<file path="src/rtl/wbi_pkg.sv">
// Shared definitions for the WB interconnect master node.
// Holds the node FSM state type and the widths of the transaction id and
// the optional response-timeout counter.
package wbi_pkg;

  localparam int WBI_TID_W = 4;
  localparam int WBI_TMO_W = 16;

  typedef enum logic [2:0] {
    IDLE,
    WR,
    RD_CMD,
    RD_WAIT,
    DRAIN
  } wbi_mn_state_t;

endpackage

</file>
<file path="src/rtl/wbi_cmd_reg.sv">
// Single-entry command holding register with a val/rdy handshake.
// The payload and valid flag stay stable until the entry is accepted
// (val_o & rdy_i) or withdrawn. A load takes priority over both, so a new
// entry can follow an accept in the same cycle without a bubble.
// Ports:
//   clk_i, rst_i      clock, synchronous active-high reset
//   load_i, data_i    write a new entry (sets val)
//   withdraw_i        drop a pending entry without transferring it
//   rdy_i             consumer ready
//   val_o, data_o     held entry
//   xfer_o            entry transferred this cycle
module wbi_cmd_reg #(
  parameter int PW = 8
) (
  input  logic          clk_i,
  input  logic          rst_i,
  input  logic          load_i,
  input  logic          withdraw_i,
  input  logic [PW-1:0] data_i,
  input  logic          rdy_i,
  output logic          val_o,
  output logic [PW-1:0] data_o,
  output logic          xfer_o
);

  logic          val_q, val_d;
  logic [PW-1:0] data_q, data_d;

  assign xfer_o = val_q & rdy_i;
  assign val_o  = val_q;
  assign data_o = data_q;

  always_comb begin
    val_d  = val_q;
    data_d = data_q;
    if (xfer_o || withdraw_i) begin
      val_d = 1'b0;
    end
    if (load_i) begin
      val_d  = 1'b1;
      data_d = data_i;
    end
  end

  always_ff @(posedge clk_i) begin
    if (rst_i) begin
      val_q  <= 1'b0;
      data_q <= '0;
    end else begin
      val_q  <= val_d;
      data_q <= data_d;
    end
  end

endmodule

</file>
<file path="src/rtl/wbi_master_node.sv">
// Master-side end of the WB interconnect node pair. Converts a burst
// Wishbone master port into the interconnect command stream (val/wrdy) and
// the response stream (rval/rrdy) back into WB beat acks.
// Writes are posted, one command per data beat; a read issues one command
// and its data returns beat by beat.
// Ports:
//   clk_i, rst_i                  clock, synchronous active-high reset
//   wbm_*_i / wbm_*_o             WB burst master port (cyc/stb/we/adr/dat/sel/bl/bry, dat/ack/lack/err)
//   wbd_cmd_wrdy_i, wbd_cmd_*_o   registered command stream to the fabric
//   wbd_res_*_i, wbd_res_rrdy_o   response stream from the fabric
// Build option:
//   WBI_MN_TIMEOUT_EN  adds a 16-bit no-response timeout in RD_WAIT/DRAIN.
module wbi_master_node
  import wbi_pkg::*;
#(
  parameter int                   AW  = 32,
  parameter int                   DW  = 32,
  parameter int                   BW  = 4,
  parameter int                   BL  = 10,
  parameter logic [WBI_TID_W-1:0] TID = 4'h0
) (
  input  logic                 clk_i,
  input  logic                 rst_i,
  input  logic                 wbm_cyc_i,
  input  logic                 wbm_stb_i,
  input  logic                 wbm_we_i,
  input  logic [AW-1:0]        wbm_adr_i,
  input  logic [DW-1:0]        wbm_dat_i,
  input  logic [BW-1:0]        wbm_sel_i,
  input  logic [BL-1:0]        wbm_bl_i,
  input  logic                 wbm_bry_i,
  output logic [DW-1:0]        wbm_dat_o,
  output logic                 wbm_ack_o,
  output logic                 wbm_lack_o,
  output logic                 wbm_err_o,
  input  logic                 wbd_cmd_wrdy_i,
  output logic                 wbd_cmd_val_o,
  output logic [AW-1:0]        wbd_cmd_adr_o,
  output logic                 wbd_cmd_we_o,
  output logic [DW-1:0]        wbd_cmd_dat_o,
  output logic [BW-1:0]        wbd_cmd_sel_o,
  output logic [WBI_TID_W-1:0] wbd_cmd_tid_o,
  output logic [BL-1:0]        wbd_cmd_bl_o,
  input  logic                 wbd_res_rval_i,
  output logic                 wbd_res_rrdy_o,
  input  logic [DW-1:0]        wbd_res_dat_i,
  input  logic                 wbd_res_lack_i,
  input  logic                 wbd_res_err_i,
  input  logic [WBI_TID_W-1:0] wbd_res_tid_i
);

  // Command payload layout, MSB first: adr, we, dat, sel, tid, bl.
  localparam int PW      = AW + 1 + DW + BW + WBI_TID_W + BL;
  localparam int DAT_LSB = BW + WBI_TID_W + BL;

  wbi_mn_state_t state_q, state_d;
  logic [BL-1:0] cnt_q, cnt_d;
  logic [BL-1:0] bl_eff;
  logic          cnt_last;

  logic          load, withdraw;
  logic [PW-1:0] load_data, cmd_data;
  logic          cmd_xfer;
  logic          res_xfer;

  logic          start_wr, start_rd;

`ifdef WBI_MN_TIMEOUT_EN
  logic [WBI_TMO_W-1:0] tmo_q, tmo_d;
`endif

  wbi_cmd_reg #(.PW(PW)) u_cmd_reg (
    .clk_i      (clk_i),
    .rst_i      (rst_i),
    .load_i     (load),
    .withdraw_i (withdraw),
    .data_i     (load_data),
    .rdy_i      (wbd_cmd_wrdy_i),
    .val_o      (wbd_cmd_val_o),
    .data_o     (cmd_data),
    .xfer_o     (cmd_xfer)
  );

  assign {wbd_cmd_adr_o, wbd_cmd_we_o, wbd_cmd_dat_o,
          wbd_cmd_sel_o, wbd_cmd_tid_o, wbd_cmd_bl_o} = cmd_data;

  // A burst length of zero behaves as a single beat.
  assign bl_eff   = (wbm_bl_i == '0) ? BL'(1) : wbm_bl_i;
  assign cnt_last = (cnt_q == BL'(1));

  assign start_wr = wbm_cyc_i & wbm_stb_i & wbm_we_i & wbm_bry_i;
  assign start_rd = wbm_cyc_i & wbm_stb_i & ~wbm_we_i;

  // IDLE and DRAIN always sink responses so stale fabric traffic cannot
  // stall; in RD_WAIT the master's bry paces the returning data.
  always_comb begin
    case (state_q)
      RD_WAIT: wbd_res_rrdy_o = wbm_bry_i;
      RD_CMD:  wbd_res_rrdy_o = 1'b0;
      WR:      wbd_res_rrdy_o = 1'b0;
      default: wbd_res_rrdy_o = 1'b1;
    endcase
  end

  assign res_xfer = wbd_res_rval_i & wbd_res_rrdy_o;

  always_comb begin
    state_d    = state_q;
    cnt_d      = cnt_q;
    load       = 1'b0;
    withdraw   = 1'b0;
    load_data  = cmd_data;
    wbm_dat_o  = '0;
    wbm_ack_o  = 1'b0;
    wbm_lack_o = 1'b0;
    wbm_err_o  = 1'b0;
`ifdef WBI_MN_TIMEOUT_EN
    tmo_d      = '0;
`endif

    // Follow-on write beats reuse the captured header with fresh wdata.
    load_data[DAT_LSB +: DW] = wbm_dat_i;

    case (state_q)
      IDLE: begin
        if (start_wr) begin
          load      = 1'b1;
          load_data = {wbm_adr_i, 1'b1, wbm_dat_i, wbm_sel_i, TID, wbm_bl_i};
          cnt_d     = bl_eff;
          state_d   = WR;
        end else if (start_rd) begin
          load      = 1'b1;
          load_data = {wbm_adr_i, 1'b0, {DW{1'b0}}, wbm_sel_i, TID, wbm_bl_i};
          cnt_d     = bl_eff;
          state_d   = RD_CMD;
        end
      end

      WR: begin
        if (cmd_xfer) begin
          // An accept that coincides with a cyc drop still completes the beat.
          wbm_ack_o = 1'b1;
          cnt_d     = cnt_q - BL'(1);
          if (cnt_last) begin
            wbm_lack_o = 1'b1;
            state_d    = IDLE;
          end else if (!wbm_cyc_i) begin
            state_d = IDLE;
          end else if (wbm_bry_i) begin
            load = 1'b1;
          end
        end else if (!wbm_cyc_i) begin
          withdraw = 1'b1;
          state_d  = IDLE;
        end else if (!wbd_cmd_val_o && wbm_bry_i) begin
          load = 1'b1;
        end
      end

      RD_CMD: begin
        if (cmd_xfer) begin
          state_d = wbm_cyc_i ? RD_WAIT : DRAIN;
        end else if (!wbm_cyc_i) begin
          withdraw = 1'b1;
          state_d  = IDLE;
        end
      end

      RD_WAIT: begin
        if (!wbm_cyc_i) begin
          // The abort cycle may itself carry the final response.
          state_d = (res_xfer && wbd_res_lack_i) ? IDLE : DRAIN;
        end else if (res_xfer) begin
          wbm_ack_o  = 1'b1;
          wbm_dat_o  = wbd_res_dat_i;
          wbm_err_o  = wbd_res_err_i | (wbd_res_tid_i != TID);
          wbm_lack_o = wbd_res_lack_i | cnt_last;
          cnt_d      = cnt_q - BL'(1);
          if (wbd_res_lack_i || cnt_last) begin
            state_d = IDLE;
          end
        end
      end

      DRAIN: begin
        if (res_xfer && wbd_res_lack_i) begin
          state_d = IDLE;
        end
      end

      default: state_d = IDLE;
    endcase

`ifdef WBI_MN_TIMEOUT_EN
    // Silence from the fabric for a full counter period ends the read with
    // an error so the master is never stuck.
    if (state_q == RD_WAIT || state_q == DRAIN) begin
      tmo_d = res_xfer ? '0 : tmo_q + WBI_TMO_W'(1);
      if (!res_xfer && tmo_q == '1) begin
        tmo_d   = '0;
        state_d = IDLE;
        if (state_q == RD_WAIT) begin
          wbm_ack_o  = 1'b1;
          wbm_lack_o = 1'b1;
          wbm_err_o  = 1'b1;
        end
      end
    end
`endif
  end

  always_ff @(posedge clk_i) begin
    if (rst_i) begin
      state_q <= IDLE;
      cnt_q   <= '0;
    end else begin
      state_q <= state_d;
      cnt_q   <= cnt_d;
    end
  end

`ifdef WBI_MN_TIMEOUT_EN
  always_ff @(posedge clk_i) begin
    if (rst_i) begin
      tmo_q <= '0;
    end else begin
      tmo_q <= tmo_d;
    end
  end
`endif

endmodule

</file>
<file path="config.mk">
export PLATFORM = sky130hd
export DESIGN_NAME = wbi_master_node
export DESIGN_NICKNAME = d
export VERILOG_FILES = /design/src/rtl/wbi_pkg.sv /design/src/rtl/wbi_cmd_reg.sv /design/src/rtl/wbi_master_node.sv
export SDC_FILE = /design/constraint.sdc
export NUM_CORES = 1
export LEC_CHECK = 0
export ABC_CLOCK_PERIOD_IN_PS = 4200
export CORE_UTILIZATION = 41
export DETAILED_ROUTE_END_ITERATION = 16
export HOLD_SLACK_MARGIN = 0.08
export PLACE_DENSITY = 0.83
export SLEW_MARGIN = 20
export SYNTH_ARGS = -nofsm -noshare
export SYNTH_HDL_FRONTEND = slang
export SYNTH_SLANG_ARGS = --single-unit
</file>
<file path="constraint.sdc">
create_clock -name clk_i -period 4.2 [get_ports clk_i]
set_input_delay 0.84 -clock clk_i [delete_from_list [all_inputs] [get_ports clk_i]]
set_output_delay 0.84 -clock clk_i [all_outputs]
set_load 0.02 [all_outputs]
</file>
==> flow_summary.toml, run 1 <==
[final_layout]
nNetsFinal = 872
layout.cells.non_filler = 883
drive_gt1_share_pct = 4.400
antennaDiodeCount = 0
fillers = 794
utilization_pct = 69.88
syn_to_final_growth_pct = 62.53

[grt]
grt_usage_pct = 25.01
grt_use_met3_pct = 7.080
grt_pass1_wl_um = 21810
use_met1_pct = 26.95
grt_overflow = 0
busiest_layer = "met2"
grt_util_met2_pct = 45.62
grt_pass1_vias = 4396
antenna_found_initial = 0
grt_max_degree = 69

[sta]
fmax_mhz = 262.0
hold_viol_final = 0
drv_slew = 0
rsz0062_at_grt = "no"
period_share_pct = 90.89
setup_viol = 0
tightest_slew_ns = 1.021
fin_ws_ns = 0.3825
skew_ns = 0.01175
setup_tns_ns = 0
period_needed_ns = 3.817
slew_headroom_pct = 31.87

[clock_tree]
cts_hold_buf = 0
cts_tree = "built"
htreeDepth = 3
cts-buffers-inserted = 9
cts_resized = 0
root_buffer = "clkbuf_8"
clock_path_buffers = 2
cts_setup_buffers = 0
clkTransAtPathRegs_ns = 0.09
clock_sinks = 93
clk_latency_ns = 0.36

[min_path]
min-delay-start = "u_cmd_reg.data_o[76]"
hold_depth = 2
hp-class = "flip-flop to flip-flop"
hold_end = "u_cmd_reg.data_o[76]"

[synth]
synth_top_area_share_pct = 43.50
ys_ff_latch = 93
synthTopCellsByCount = "nand2_1 (152), dfxtp_1 (93), a21oi_1 (59), and2_1 (33), mux2i_1 (32)"
synth_top_area_cell = "dfxtp_1"
syn-instance-count = 526
synth-simple-area-share_pct = 27.42
synthAdderAreaFrac_pct = 0.5846
synth_xor_area_share_pct = 0.2046
yosysUniqueCellTypes = 51
ys_warn_count = 0
seq_area_frac_synth_pct = 43.50
muxShareOfSynthArea_pct = 7.483
ys.flop_type = "dfxtp_1"
yosys-top-cells-area = "dfxtp_1 (43%), nand2_1 (13%), mux2i_1 (7.5%)"
synth_top_family_by_area = "simple AND/OR/NAND/NOR gates"
avgSynthCellArea_um2 = 8.138
synth-compound-area-share_pct = 15.14
async_flop_share_pct = 0
yosysMostFrequentCell = "nand2_1"
synth-edff-count = 0
syn_area_um2 = 4280

[place]
hpwlAfterDp_um = 10030
io_buffer_count = 239
gp_congestion = 0.8648
post-place-ws_ns = 0.3826
place_inst = 868

[critical_path]
cp_max_fo = 34
r2r_start = "state_q[0]"
cp.arrival_ns = 2.98
rr_worst_depth = 6
required_ns = 3.36
r2r-end = "u_cmd_reg.data_o[33]"
worstSetupStartpointType = "input pin"
r2r_slack_ns = 1.98
worstSetupPathType = "input pin to output port"
cp-end-kind = "output port"

[routing]
drtAntennaViolNets = 0
drtIter0Drc = 250
vias = 4539
wl_um = 13570
drc = 0
vias_per_cell = 5.140
first_pass_iters = 4
wire_per_inst_um = 15.37

[floorplanning]
ioPinCount = 244
placementRows = 36
die_x_um = 104.2
dieArea_um2 = 10850
die_height_um = 104.2
start_util_pct = 43.00
core-area_um2 = 9955

[power]
p_per_area_nw_per_um2 = 313.8
leakage_nw = 2.534
peakVddDrop_uv = 232.6
p_total_mw = 2.183

[run_status]
status = "finished clean"

[run]
max-cap-violations = 0
## stage by stage
step                      instance area, µm²  hold slack [ns]
after floorplan                         4292           0.4846
after global placement                  6696           0.4410
after detailed placement                6696           0.4467
after CTS                               6957           0.4601
after global routing                    6957           0.4779
final                                   6957           0.4572
## worst max path at each step
stage,from,end,slack (ns),cells after the start
detailed placement,wbm_bry_i,wbm_ack_o,0.38,7
CTS,wbm_bry_i,wbm_ack_o,0.38,7
global route,wbm_bry_i,wbm_ack_o,0.25,7
floorplan,wbm_cyc_i,wbm_dat_o[22],1.45,6
global placement,wbm_bry_i,wbm_ack_o,0.43,7
finish,wbm_bry_i,wbm_ack_o,0.38,7
## area by class of cell
class,instances,area [µm²],share of cell area [%]
Timing Repair Buffer,248,2455,35.29
Multi-Input combinational cell,388,2191,31.49
Sequential cell,93,1862,26.76
Tap cell,133,166.4,2.392
Clock inverter,6,136.4,1.960
Clock buffer,9,123.9,1.781
Inverter,6,22.52,0.3237
## kinds of logic after synthesis
group | after synthesis
multiplexers | 32
buffers and inverters | 48
XOR/XNOR | 1
other | 1
adder cells (fa/ha/maj) | 2
flip-flops | 93
AND/OR/NAND/NOR | 250
AO/OA/AOI/OAI | 99
## power by group
| group | total [mW] | switching, mW | internal, mW | leakage (nW) |
|---|---|---|---|---|
| Combinational | 0.454 | 0.216 | 0.237 | 1.65 |
| Clock | 0.769 | 0.316 | 0.453 | 0.126 |
| Sequential | 0.961 | 0.0332 | 0.928 | 0.757 |
| Total | 2.18 | 0.565 | 1.62 | 2.53 |
## flip-flops by register name, indices dropped and copies added, names as in the netlist
register / count
u_cmd_reg.data_o: 79
u_cmd_reg.val_o: 1
cnt_q: 10
state_q: 3
## worst max-delay path, cell delays in order
cell             delay, ns
clkdlybuf4s50_1       0.41
and3_1                0.20
o31ai_1               0.36
nor2_1                0.09
buf_4                 0.22
or2_2                 0.31
clkdlybuf4s50_1       0.53
## placed cells by master (no fill, tap or decap), types with 2 or more instances in the layout
cell type / instances
clkdlybuf4s50_1: 238
nand2_1: 152
dfxtp_1: 93
a21oi_1: 59
and2_1: 33
mux2i_1: 32
nor2_1: 11
nand2b_1: 11
o31ai_1: 10
clkbuf_8: 9
buf_4: 9
nor3_1: 8
o311ai_0: 7
nand3_1: 6
inv_1: 6
nor2b_1: 4
conb_1: 4
bufinv_16: 4
and3_1: 3
a31oi_1: 3
or4_1: 3
o21a_1: 3
nand4_1: 3
nor3b_1: 3
and4_1: 2
a41oi_1: 2
a22oi_1: 2
nor4_1: 2
a221oi_1: 2
ha_1: 2
## routing by layer
metal,up-vias,wire (µm)
met5,-,0
met4,0,402
met3,28,874
met2,207,7101
met1,2091,5192
li1,2213,-
No activity file was read; power rests on OpenSTA's default activity.
==> inputs of run 2 (changes only) <==
Settings changed: CAP_MARGIN set to 20, CORE_ASPECT_RATIO set to 0.6.
==> flow_summary.toml, run 2 (same netlist as run 1, synthesis figures left out) <==
[grt]
grt_max_degree = 69
grt_util_met2_pct = 42.69
grt_use_met3_pct = 5.930
busiest_layer = "met2"
grt_overflow = 0
antenna_found_initial = 0
grt_usage_pct = 25.43
grt_pass1_vias = 4182
grt_pass1_wl_um = 21710
use_met1_pct = 33.07

[final_layout]
layout.cells.non_filler = 885
syn_to_final_growth_pct = 62.79
antennaDiodeCount = 0
nNetsFinal = 871
largest_reg_flops = 79
final_common_cell = "clkdlybuf4s50_1"
final_cell_mix = "clkdlybuf4s50_1 (238), nand2_1 (152), dfxtp_1 (93)"
drive_gt1_share_pct = 4.267

[place]
hpwlAfterDp_um = 10410
io_buffer_count = 239
gp_congestion = 1.019
place_inst = 869

[floorplanning]
core-area_um2 = 9985
ioPinCount = 244
start_util_pct = 42.87
dieArea_um2 = 10870
die_x_um = 133.9
placementRows = 28
die_height_um = 81.15

[sta]
setup_tns_ns = 0
tightest_slew_ns = 1.020
period_needed_ns = 3.972
skew_ns = 0.01017
fmax_mhz = 251.7
setup_viol = 0
rsz0062_at_grt = "no"
hold_viol_final = 0
drv_slew = 0
slew_headroom_pct = 31.90
period_share_pct = 94.58

[clock_tree]
clk_latency_ns = 0.34
htreeDepth = 3
clkTransAtPathRegs_ns = 0.07
cts_tree = "built"
root_buffer = "clkbuf_16"
cts_resized = 0
cts-buffers-inserted = 9
cts_hold_buf = 0
clock_sinks = 93
cts_setup_buffers = 0
clock_path_buffers = 2

[critical_path]
worstSetupPathType = "input pin to output port"
r2r-end = "u_cmd_reg.data_o[41]"
r2r_start = "state_q[0]"
required_ns = 3.36
rr_worst_depth = 6
cp-end-kind = "output port"
worstSetupStartpointType = "input pin"
cp.arrival_ns = 3.13
r2r_slack_ns = 2.00
cp_max_fo = 33

[min_path]
hold_end = "u_cmd_reg.data_o[6]"
min-delay-start = "u_cmd_reg.data_o[6]"
hold_depth = 2
hp-class = "flip-flop to flip-flop"

[routing]
vias_per_cell = 5.063
first_pass_iters = 5
drc = 0
vias = 4481
wire_per_inst_um = 15.91
drtIter0Drc = 247
drtAntennaViolNets = 0
wl_um = 14080

[run]
max-cap-violations = 0

[power]
peakVddDrop_uv = 253.6
leakage_nw = 2.536
p_per_area_nw_per_um2 = 312.6

[run_status]
status = "finished clean"
-- run 2: worst max path at each step --
stage               startpoint            end  cells after the start
global placement     wbm_bry_i   wbm_dat_o[5]                      7
CTS                  wbm_bry_i  wbm_dat_o[29]                      7
global route         wbm_bry_i  wbm_dat_o[11]                      7
floorplan            wbm_cyc_i  wbm_dat_o[22]                      6
finish               wbm_bry_i  wbm_dat_o[11]                      7
detailed placement   wbm_bry_i  wbm_dat_o[29]                      7
-- run 2: metrics by stage --
stage	utilization, %	power (mW)	cell area (µm²)	hold slack, ns	setup WS (ns)
after global routing	69.79	2.276	6968	0.4733	0.1404
after detailed placement	67.02	1.435	6691	0.4460	0.2860
final	69.79	2.178	6968	0.4532	0.2275
after global placement	67.02	1.425	6691	0.4408	0.4134
after floorplan	-	1.199	4292	0.4846	1.446
after CTS	69.79	2.197	6968	0.4559	0.2679
-- run 2: area by class of cell --
| cell class | count | area (µm²) |
|---|---|---|
| sequential | 93 | 1862 |
| clock inverter | 5 | 33.78 |
| fill | 790 | 3017 |
| timing repair buffer | 247 | 2447 |
| multi-input combinational | 388 | 2191 |
| tap | 135 | 168.9 |
| inverter | 6 | 22.52 |
| clock buffer | 11 | 242.7 |
-- run 2: power breakdown --
group          total [mW]  switching (mW)  internal [mW]
sequential          0.962          0.0331          0.929
combinational       0.457           0.220          0.237
clock               0.760           0.342          0.418
total                2.18           0.595           1.58
-- run 2: critical path: stages --
cell and delay [ns]:
clkdlybuf4s50_1 0.52, and3_1 0.25, o31ai_1 0.42, nor2_1 0.12
buf_4 0.23, and2_1 0.18, clkdlybuf4s50_1 0.55
-- run 2: layer usage --
layer,vias to the layer above,share of wire [%]
li1,2221,-
met1,2085,46
met2,159,47
met3,16,6.1
met4,0,1.2
met5,-,0
